[src/rtl/intr_ctrl.sv]
// Device-side interrupt controller: synchronises N request lines, latches edge or level
// requests, priority-resolves masked pending sources and runs the intr/inta/EOI handshake.
module intr_ctrl #(
    parameter int N    = 8,
    parameter int SYNC = 2
) (
    input  logic         clk,
    input  logic         clr,
    input  logic [N-1:0] irq,
    output logic         intr,
    input  logic         inta,
    input  logic         sel,
    input  logic         we,
    input  logic [2:0]   addr,
    input  logic [31:0]  wdata,
    output logic [31:0]  rdata
);

    typedef enum logic [1:0] {
        IDLE    = 2'd0,
        REQ     = 2'd1,
        SERVICE = 2'd2
    } state_t;

    localparam logic [2:0] A_MASK = 3'd0;
    localparam logic [2:0] A_EDGE = 3'd1;
    localparam logic [2:0] A_PEND = 3'd2;
    localparam logic [2:0] A_VEC  = 3'd3;
    localparam logic [2:0] A_EOI  = 3'd4;

    state_t                 state, state_n;
    logic                   intr_n;
    logic [SYNC-1:0][N-1:0] sync_q;
    logic [N-1:0]           s, d;
    logic [N-1:0]           mask, edge_mode, pend, pend_n;
    logic [N-1:0]           active, win_oh, ack_clr, w1c;
    logic [4:0]             win_id, cur_id;
    logic                   cur_valid, spur, req;
    logic                   wr_en, rd_en, eoi, ack, spur_ack;
    logic [31:0]            rd_mux;
    logic                   unused_wdata;

    assign wr_en    = sel & we;
    assign rd_en    = sel & ~we;
    assign eoi      = wr_en && (addr == A_EOI);
    assign w1c      = (wr_en && (addr == A_PEND)) ? wdata[N-1:0] : '0;
    assign ack      = (state == REQ) && inta && req;
    assign spur_ack = (state == REQ) && inta && !req;
    assign unused_wdata = ^wdata;

    // Last synchroniser stage is s; d is s one cycle later for rising-edge detection.
    assign s = sync_q[SYNC-1];

    always_ff @(posedge clk or posedge clr) begin
        if (clr) begin
            sync_q <= '0;
            d      <= '0;
        end else begin
            // NOTE: sequential state always uses <=, so every flop samples pre-edge values.
            sync_q <= {sync_q[SYNC-2:0], irq};
            d      <= s;
        end
    end

    // Iterating from the top down leaves the lowest active index as the winner.
    always_comb begin
        // NOTE: every output of a combinational block gets a default first, so no latch is inferred.
        active = pend & mask;
        win_oh = '0;
        win_id = '0;
        req    = 1'b0;
        for (int i = N - 1; i >= 0; i--) begin
            if (active[i]) begin
                win_oh    = '0;
                win_oh[i] = 1'b1;
                win_id    = 5'(i);
                req       = 1'b1;
            end
        end
    end

    // Edge bits: a new edge wins over a W1C or acknowledge clear. Level bits follow s.
    always_comb begin
        ack_clr = ack ? win_oh : '0;
        pend_n  = (edge_mode & ((s & ~d) | (pend & ~(w1c | ack_clr)))) | (~edge_mode & s);
    end

    always_ff @(posedge clk or posedge clr) begin
        if (clr) begin
            state <= IDLE;
            intr  <= 1'b0;
        end else begin
            state <= state_n;
            intr  <= intr_n;
        end
    end

    always_comb begin
        state_n = state;
        case (state)
            IDLE:    if (intr && req) state_n = REQ;
            REQ:     if (inta)        state_n = req ? SERVICE : IDLE;
                     else if (!req)   state_n = IDLE;
            SERVICE: if (eoi)         state_n = IDLE;
            default:                  state_n = IDLE;
        endcase
    end

    always_comb begin
        intr_n = 1'b0;
        case (state)
            IDLE:    intr_n = req;
            REQ:     intr_n = req && !inta;
            default: intr_n = 1'b0;
        endcase
    end

    always_comb begin
        rd_mux = '0;
        case (addr)
            A_MASK:  rd_mux = 32'(mask);
            A_EDGE:  rd_mux = 32'(edge_mode);
            A_PEND:  rd_mux = 32'(pend);
            A_VEC:   rd_mux = {cur_valid, 25'b0, spur, cur_id};
            default: rd_mux = '0;
        endcase
    end

    always_ff @(posedge clk or posedge clr) begin
        if (clr) begin
            mask      <= '0;
            edge_mode <= '0;
            pend      <= '0;
            cur_id    <= '0;
            cur_valid <= 1'b0;
            spur      <= 1'b0;
            rdata     <= '0;
        end else begin
            pend <= pend_n;
            if (wr_en && (addr == A_MASK)) mask      <= wdata[N-1:0];
            if (wr_en && (addr == A_EDGE)) edge_mode <= wdata[N-1:0];
            if (rd_en)                     rdata     <= rd_mux;
            if (ack) begin
                cur_id    <= win_id;
                cur_valid <= 1'b1;
                spur      <= 1'b0;
            end else if (spur_ack) begin
                cur_id    <= '0;
                cur_valid <= 1'b0;
                spur      <= 1'b1;
            end else if (eoi && (state == SERVICE)) begin
                cur_valid <= 1'b0;
            end
        end
    end

endmodule
[config.mk]
export PLATFORM = sky130hd
export DESIGN_NAME = intr_ctrl
export DESIGN_NICKNAME = d
export VERILOG_FILES = /design/src/rtl/intr_ctrl.sv
export SDC_FILE = /design/constraint.sdc
export NUM_CORES = 1
export LEC_CHECK = 0
export BUFFER_PORTS_ARGS = -buffer_cell sky130_fd_sc_hd__buf_4
export CAP_MARGIN = 15
export CORE_MARGIN = 4
export CORE_UTILIZATION = 50
export CTS_CLUSTER_SIZE = 10
export DETAILED_ROUTE_END_ITERATION = 8
export HOLD_SLACK_MARGIN = 0.1
export PLACE_DENSITY = 0.77
export REMOVE_ABC_BUFFERS = 1
export SKIP_LAST_GASP = 1
export SLEW_MARGIN = 20
export SYNTH_ARGS = -nofsm -noshare
export SYNTH_HDL_FRONTEND = slang
export SYNTH_SLANG_ARGS = --single-unit
[constraint.sdc]
create_clock -name clk -period 6.1 [get_ports clk]
set_clock_uncertainty 0.05 [all_clocks]
set_input_delay 0.915 -clock clk [delete_from_list [all_inputs] [get_ports clk]]
set_output_delay 0.915 -clock clk [all_outputs]
set_load 0.1 [all_outputs]
==> Yosys cells after proc, flatten, opt, wreduce, memory -nomap -nowiden <==
Cells that the tools add are included.
W data, S select, Z words.
{ "op_classes": {"eq_ne": 9, "mux": 41, "bitwise_logic": 14, "reduce_logical": 17} }
{ "op_table": {"columns": ["op", "n"], "rows": [
  ["$pmux W32 S4", 1],
  ["$mux W8", 10],
  ["$mux W5", 9],
  ["$and A8 B8 Y8", 5],
  ["$not A8 Y8", 3],
  ["$or A8 B8 Y8", 3],
  ["$mux W1", 13],
  ["$logic_and A1 B1 Y1", 10],
  ["$mux W2", 5],
  ["$eq A3 B2 Y1 const B", 2],
  ["$pmux W2 S3", 1],
  ["$ne A2 B2 Y1 const B", 2],
  ["$eq A3 B1 Y1 const B", 1],
  ["$eq A3 B3 Y1 const B", 1],
  ["$logic_not A3 Y1", 1],
  ["$mux W3", 1],
  ["$ne A3 B3 Y1 const B", 1],
  ["$reduce_and A3 Y1", 1],
  ["$reduce_bool A3 Y1", 1],
  ["$and A1 B1 Y1", 2],
  ["$eq A2 B1 Y1 const B", 1],
  ["$eq A2 B2 Y1 const B", 1],
  ["$logic_not A1 Y1", 2],
  ["$logic_not A2 Y1", 1],
  ["3 further kinds", 3]
]} }
{ "word_totals": {"regBits": 90, "input_bits": 48, "output_inout_bits": 33} }

==> Longest topological paths before layout <==
Gate-level depths: netlist of run 1.
{ "logic_depth": {"ltp_word": 17, "mapped_depth": 5, "ltp_nobuf": 4} }

==> Least setup slack after synthesis of run 1 <==
Ideal clock, no wire load.
{ "synth_path": {"kind": "input port to flip-flop", "start": "input addr[0]", "end": "register rdata[1]", "setup_ns": 0.122, "arrival_time_ns": 1.773, "slack_ns": 4.155, "cell_stages": 3, "n_path_buf": 1, "path_cell_list": "buf_4 > mux4_2 > a22o_1"} }
{ "synth_via": {"elab_chain_len": 2} }
{ "synth_rtl": {"columns": ["element", "line", "source"], "rows": [
  ["from (decl)", "14", "input logic [2:0] addr,"],
  ["$eq A3 B2 Y1, or another cell as far along", "120", "case (addr)"],
  ["$pmux W32 S4 *", "120", null],
  ["to (signal assigned)", "142", "if (rd_en) rdata <= rd_mux;"],
  ["to (decl)", "16", "output logic [31:0] rdata"]
]} }
Every way passes the cells marked *; elsewhere a longest branch is shown, timed or not.
A chain may end at the register's enable or synchronous reset.

==> Final worst setup path of run 1 <==
{ "layout_path": {"start": "input addr[0]", "end": "register pend[2]"} }
{ "layout_via": {"elab_chain_len": 9} }
{ "layout_rtl": {"columns": ["element", "line", "source"], "rows": [
  ["$eq A3 B2 Y1", "46", "assign w1c = (wr_en && (addr == A_PEND)) ? wdata[N-1:0] : '0;"],
  ["$logic_and A1 B1 Y1", "46", null],
  ["$mux W8", "46", null],
  ["$or A8 B8 Y8", "85", "pend_n = (edge_mode & ((s & ~d) | (pend & ~(w1c | ack_clr)))) | (~edge_mode & s);"],
  ["$not A8 Y8", "85", null],
  ["$and A8 B8 Y8", "85", null],
  ["$or A8 B8 Y8", "85", null],
  ["$and A8 B8 Y8", "85", null],
  ["$or A8 B8 Y8", "85", null],
  ["net pend_n[2]", "35", "logic [N-1:0] mask, edge_mode, pend, pend_n;"],
  ["to (signal assigned)", "139", "pend <= pend_n;"],
  ["to (decl)", "35", null]
]} }
The timed path passes the listed nets, and every way through them passes these cells.

==> out/qor.csv, run 1 <==
metric,value,unit
place_ws,3689,ps
ys_async_sr_fraction,1.000,
holdBufCountCts,0,
rows,27,
die-height,83.09,um
setup_slack,4059,ps
r2r_slack,4450,ps
finalCritPeriodShare,0.3347,
fin_setup_tns,0,ps
rsz0062_at_grt,false,
numPortBuffers,33,
htree_num_levels,3,
finalHoldViolCount,0,
initial_utilization,0.5151,
antenna_left,0,
drt-initial-drc-count,137,
slew_headroom,0.4636,
drv_cap,0,
grtUsageTotal,0.1586,
hp-class,reg -> reg,
setup_violations,0,
layout_min_cycle_time,2041,ps
drc,0,
syn_to_final_growth,14.91,%
layoutNonFillerInstCount,337,
via_per_inst,5.356,
slowest_delay,430,ps
antenna_found_initial,0,
synth.distinct_cells,42,
worstSetupPathType,in -> reg,
peakVddDrop,0.0002002,V
crit_path_cell_trace,"buf_4, and3b_1, and3b_1, a22oi_1, a32o_1",
ctsResizeCount,0,
grt_pass1_wl,8.694,mm
vias,1805,
synth_common_cells,"dfrtp_1, nand2_1, buf_4, mux2_2, a22o_1",
clock_latency,330,ps
clkTransAtPathRegs,70,ps
cp.arrival,2220,ps
syn_inst,220,
synth_flop_cell,dfrtp_1,
cts_buffers,9,
drive_gt1_frac,0.2868,
worst-path-buf-inv,1,
worstPathRequired,6280,ps
pin_count,81,
synth_top_area_frac,0.5770,
synth.area.top_cells,"dfrtp_1, buf_4, mux2_2",
syn-cell-area,2819,um2
min_path_cells,0,
cp-start-kind,input port,
grt_overflow_total,0,
wl_per_cell,14.98,um
synth_edf_count,0,
routabilityCongestion,0.8549,
routed_wl,5.047,mm
die_area,6903,um2
cpMaxStageDelayCell,and3b_1,
worst-path-stages,5,
nets,308,
fmax,0.4899,GHz
worstRegToRegCells,4,
cts_tree,built,
grt_pass1_vias,1799,
synth.yosys.seq_area_share,0.5770,
n_antenna_cell,0,
core_area,5473,um2
leakage,1.544,nW
worst_path_most_repeated_cell,and3b_1,
synth_top_cell_by_area,dfrtp_1,
root_buffer,clkbuf_8,
end_kind,flip-flop,
status,completed,
final.fill_count,473,
p_per_area,402.7,nW/um2
total_power,1.305,mW
cp_max_fo,12,
cts_setup_buffers,0,
slew_violations,0,
dieWidth,83.09,um
path_delay_family,simple AND/OR/NAND/NOR gates,
grt_max_degree,66,
synth_most_common_cell,dfrtp_1,
clock-sinks,65,
clockBufferDepth,2,
placed_cells,321,
synth_seq_cells,65,
worstMarginPinSlew,804.6,ps
drtPass1Iterations,5,
syn_area_per_cell,12.81,um2
dp_hpwl,3.544,mm
yosys_warnings,0,
==> area by class of cell <==
| type | instances | area (um2) | area share |
|---|---|---|---|
| sequential | 65 | 1627 | 0.5021 |
| inverter | 4 | 15.01 | 0.004635 |
| multi-input combinational | 146 | 1064 | 0.3283 |
| timing repair buffer | 34 | 255.2 | 0.07879 |
| clock inverter | 3 | 40.04 | 0.01236 |
| clock buffer | 13 | 148.9 | 0.04596 |
| tap | 72 | 90.09 | 0.02781 |
==> path summary, 6_finish.rpt <==
check / start / end
worst min-delay path: sync_q[5] / s[5]
worst min register to register: sync_q[5] / s[5]
worst max register to register: state[1] / pend[3]
min in group asynchronous: clr / sync_q[1]
worst max-delay path: addr[0] / pend[2]
max in group asynchronous: clr / rdata[2]
==> worst register-to-register path, delay by kind of cell, from the launching register on <==
family,cells,cell delay (ps)
AOI/OAI and AO/OA,2,430
DFF,1,390
and+or+nand+nor,2,680
==> placed cells by master, fill, tap and decap left out, drive strengths merged <==
cell / count
nand2b: 2
nor2: 3
nand2: 28
clkinv: 2
a22o: 15
a222oi: 1
mux2: 16
dfrtp: 65
a41oi: 1
a221oi: 2
nor3b: 1
nand4: 3
a22oi: 5
a32oi: 1
nor2b: 2
inv: 4
a2111oi: 1
nor3: 3
a21oi: 5
o211ai: 1
buf: 34
nand4b: 1
clkbuf: 13
bufinv: 1
conb: 23
nand3b: 2
mux4: 4
and3b: 2
and2: 2
mux2i: 5
a32o: 2
a21o: 4
nand3: 2
o31ai: 1
o21ai: 7
a31o: 1
==> power breakdown <==
group / switching, mW / total, mW / internal [mW]
registers: 0.0724 / 0.580 / 0.508
clock network: 0.151 / 0.350 / 0.199
logic: 0.250 / 0.375 / 0.124
==> sequential cells by signal, summed over array words and instances (netlist names) <==
| name | cells |
|---|---|
| rdata | 9 |
| cur_id | 3 |
| cur_valid | 1 |
| spur | 1 |
| state | 2 |
| s | 8 |
| intr | 1 |
| pend | 8 |
| sync_q | 8 |
| mask | 8 |
| d | 8 |
| edge_mode | 8 |
==> stage by stage <==
| stage | instance area (um2) | hold WS, ps | util |
|---|---|---|---|
| 2_1_floorplan | 2705 | 281.2 | - |
| 3_3_place_gp | 3050 | 282.0 | 0.5574 |
| 3_5_place_dp | 3050 | 284.7 | 0.5574 |
| 4_1_cts | 3239 | 298.5 | 0.5919 |
| 5_1_grt | 3239 | 304.6 | 0.5919 |
| 6_report | 3239 | 294.8 | 0.5919 |
==> kinds of logic after synthesis <==
kind of cell           after synthesis  synth area share
AO/OA/AOI/OAI                       47            0.1380
multiplexers                        25            0.1136
AND/OR/NAND/NOR                     51           0.09499
other                                1          0.001330
buffers and inverters               31           0.07501
flip-flops                          65            0.5770
==> routing by layer <==
| metal | routed length, um | up-vias | GRT usage |
|---|---|---|---|
| li1 | - | 839 | - |
| met1 | 2282 | 898 | 0.2161 |
| met2 | 2349 | 62 | 0.2259 |
| met3 | 347 | 6 | 0.06647 |
| met4 | 68 | 0 | 0.06092 |
| met5 | 0 | - | 0 |
Power figures use the tool's default switching activity.
==> run 2, diff against run 1 <==
CORE_UTILIZATION = 46   (was 50)
PLACE_DENSITY = 0.75   (was 0.77)
clock period = 1.8 ns   (was 6.1 ns; I/O delays follow)
==> run 2 against run 1 <==
Against the previous run: sequential power increased to 3.4 times the previous value; clock power increased to 3.2 times the previous value; final area grew 4.2%; first-iteration DRC count grew 5.1%; wire length grew 4.3%; largest cell class unchanged; global-route usage shrank 0.41 points; hold slack worse by 160 ps; combinational power rose to 3.5 times the previous value; non-clock buffer count grew 14; cell count up 5.0%.
==> out/qor.csv, run 2 (synthesized netlist as in run 1, its figures left out) <==
metric,value,unit,change
grt_max_degree,66,,unchanged
cts_buffers,9,,unchanged
fmax,0.6307,GHz,
grt_overflow_total,0,,unchanged
rsz0062_at_grt,false,,unchanged
worstPathRequired,1980,ps,was 6280 ps
antenna_found_initial,0,,unchanged
largest_reg_flops,9,,unchanged
wl_per_cell,14.87,um,was 14.98 um
hp-class,in -> reg,,was reg -> reg
clockBufferDepth,2,,unchanged
drtPass1Iterations,4,,was 5
routabilityCongestion,0.8591,,was 0.8549
core_area,5921,um2,was 5473 um2
cp_max_fo,6,,was 12
drc,0,,unchanged
n_antenna_cell,0,,unchanged
root_buffer,clkbuf_8,,unchanged
syn_to_final_growth,19.75,%,was 14.91%
setup_violations,0,,unchanged
worst_path_most_repeated_cell,a22o_1,,was and3b_1
clkTransAtPathRegs,70,ps,about the same
drt-initial-drc-count,144,,was 137
slew_violations,0,,unchanged
finalHoldViolCount,0,,unchanged
cp-start-kind,flip-flop,,was input port
via_per_inst,5.130,,was 5.356
grt_pass1_wl,8.769,mm,was 8.694 mm
die-height,86.28,um,was 83.09 um
routed_wl,5.263,mm,was 5.047 mm
cp.arrival,1770,ps,was 2220 ps
drive_gt1_frac,0.3011,,was 0.2868
vias,1816,,"was 1,805"
dieWidth,86.28,um,was 83.09 um
die_area,7444,um2,was 6903 um2
mostFrequentLayoutCell,dfrtp_1,,unchanged
htree_num_levels,3,,unchanged
whs,129.9,ps,was 294.8 ps
initial_utilization,0.4761,,was 0.5151
final_cell_mix,"dfrtp_1, buf_4, nand2_1",,unchanged
status,completed,,unchanged
nets,322,,was 308
antenna_left,0,,unchanged
clock-sinks,65,,unchanged
peakVddDrop,0.0008147,V,was 0.0002002 V
grt_pass1_vias,1813,,"was 1,799"
path_delay_family,compound AO/OA/AOI/OAI gates,,was simple AND/OR/NAND/NOR gates
leakage,1.604,nW,was 1.544 nW
pin_count,81,,unchanged
numPortBuffers,33,,unchanged
cpMaxStageDelayCell,dfrtp_1,,was and3b_1
top_register,rdata,,unchanged
dp_hpwl,3.698,mm,was 3.544 mm
worstSetupPathType,reg -> reg,,was in -> reg
finalCritPeriodShare,0.8809,,
end_kind,flip-flop,,unchanged
drv_cap,0,,unchanged
total_power,4.388,mW,was 1.305 mW
rows,28,,was 27
crit_path_cell_trace,"a22o_1, nor3_4, nand4_1, a22o_1",,"was buf_4, and3b_1, and3b_1, a22oi_1, a32o_1"
layout_min_cycle_time,1586,ps,
cts_tree,built,,unchanged
clock_latency,340,ps,was 330 ps
p_per_area,1300,nW/um2,was 402.7 nW/um2
slowest_delay,440,ps,was 430 ps
worst-path-buf-inv,0,,was 1
grtUsageTotal,0.1545,,was 0.1586
run 2: repair_timing:
item                                   4_1_cts  5_1_grt
buffers inserted                             0        0
hold buffers                                 9        0
resized for setup                            0        0
endpoints found under the hold margin       73        0
run 2: worst paths after layout:
| path | to | startpoint | slack (ps) | cells after the start |
|---|---|---|---|---|
| worst max-delay path | pend[5] | mask[0] | 210 | 4 |
| worst min-delay path | edge_mode[1] | wdata[1] | 130 | 2 |
| worst max register to register | pend[5] | mask[0] | 210 | 4 |
| worst min register to register | s[3] | sync_q[3] | 300 | 0 |
| max in group asynchronous | rdata[6] | clr | 930 | 4 |
| min in group asynchronous | sync_q[2] | clr | 500 | 4 |
run 2: per-stage QoR:
stage / utilization / cells / setup slack (ps) / instance area [um2] / setup TNS (ps)
detailed placement: 0.5243 / 329 / 219.6 / 3104 / 0
finish: 0.5702 / 354 / 214.4 / 3376 / 0
CTS: 0.5702 / 354 / 206.8 / 3376 / 0
global placement: 0.5243 / 329 / 236.3 / 3104 / 0
global route: 0.5702 / 354 / 126.2 / 3376 / 0
floorplan: - / 215 / -146.5 / 2705 / -9519
run 2: layout make-up:
cell class / instances / area [um2]
inverters: 4 / 15.01
flip-flops and latches: 65 / 1627
multi-input cells: 146 / 1064
clock inverters: 5 / 30.03
repair buffers: 48 / 395.4
clock buffers: 11 / 151.4
well taps: 75 / 93.84
fillers: 505 / 2545
run 2: power breakdown:
part,internal (mW),total [mW],switching [mW],leakage (nW)
clock network,0.566,1.11,0.540,0.0911
logic,0.453,1.31,0.858,0.725
registers,1.72,1.97,0.250,0.788
total,2.74,4.39,1.65,1.60
run 2: metal layers:
metal	GRT usage	vias to the layer above	wire length (um)
met1	0.2098	896	2386
met5	0	-	0
met2	0.2221	45	2490
met4	0.07224	0	68
met3	0.05513	7	317
li1	-	868	-
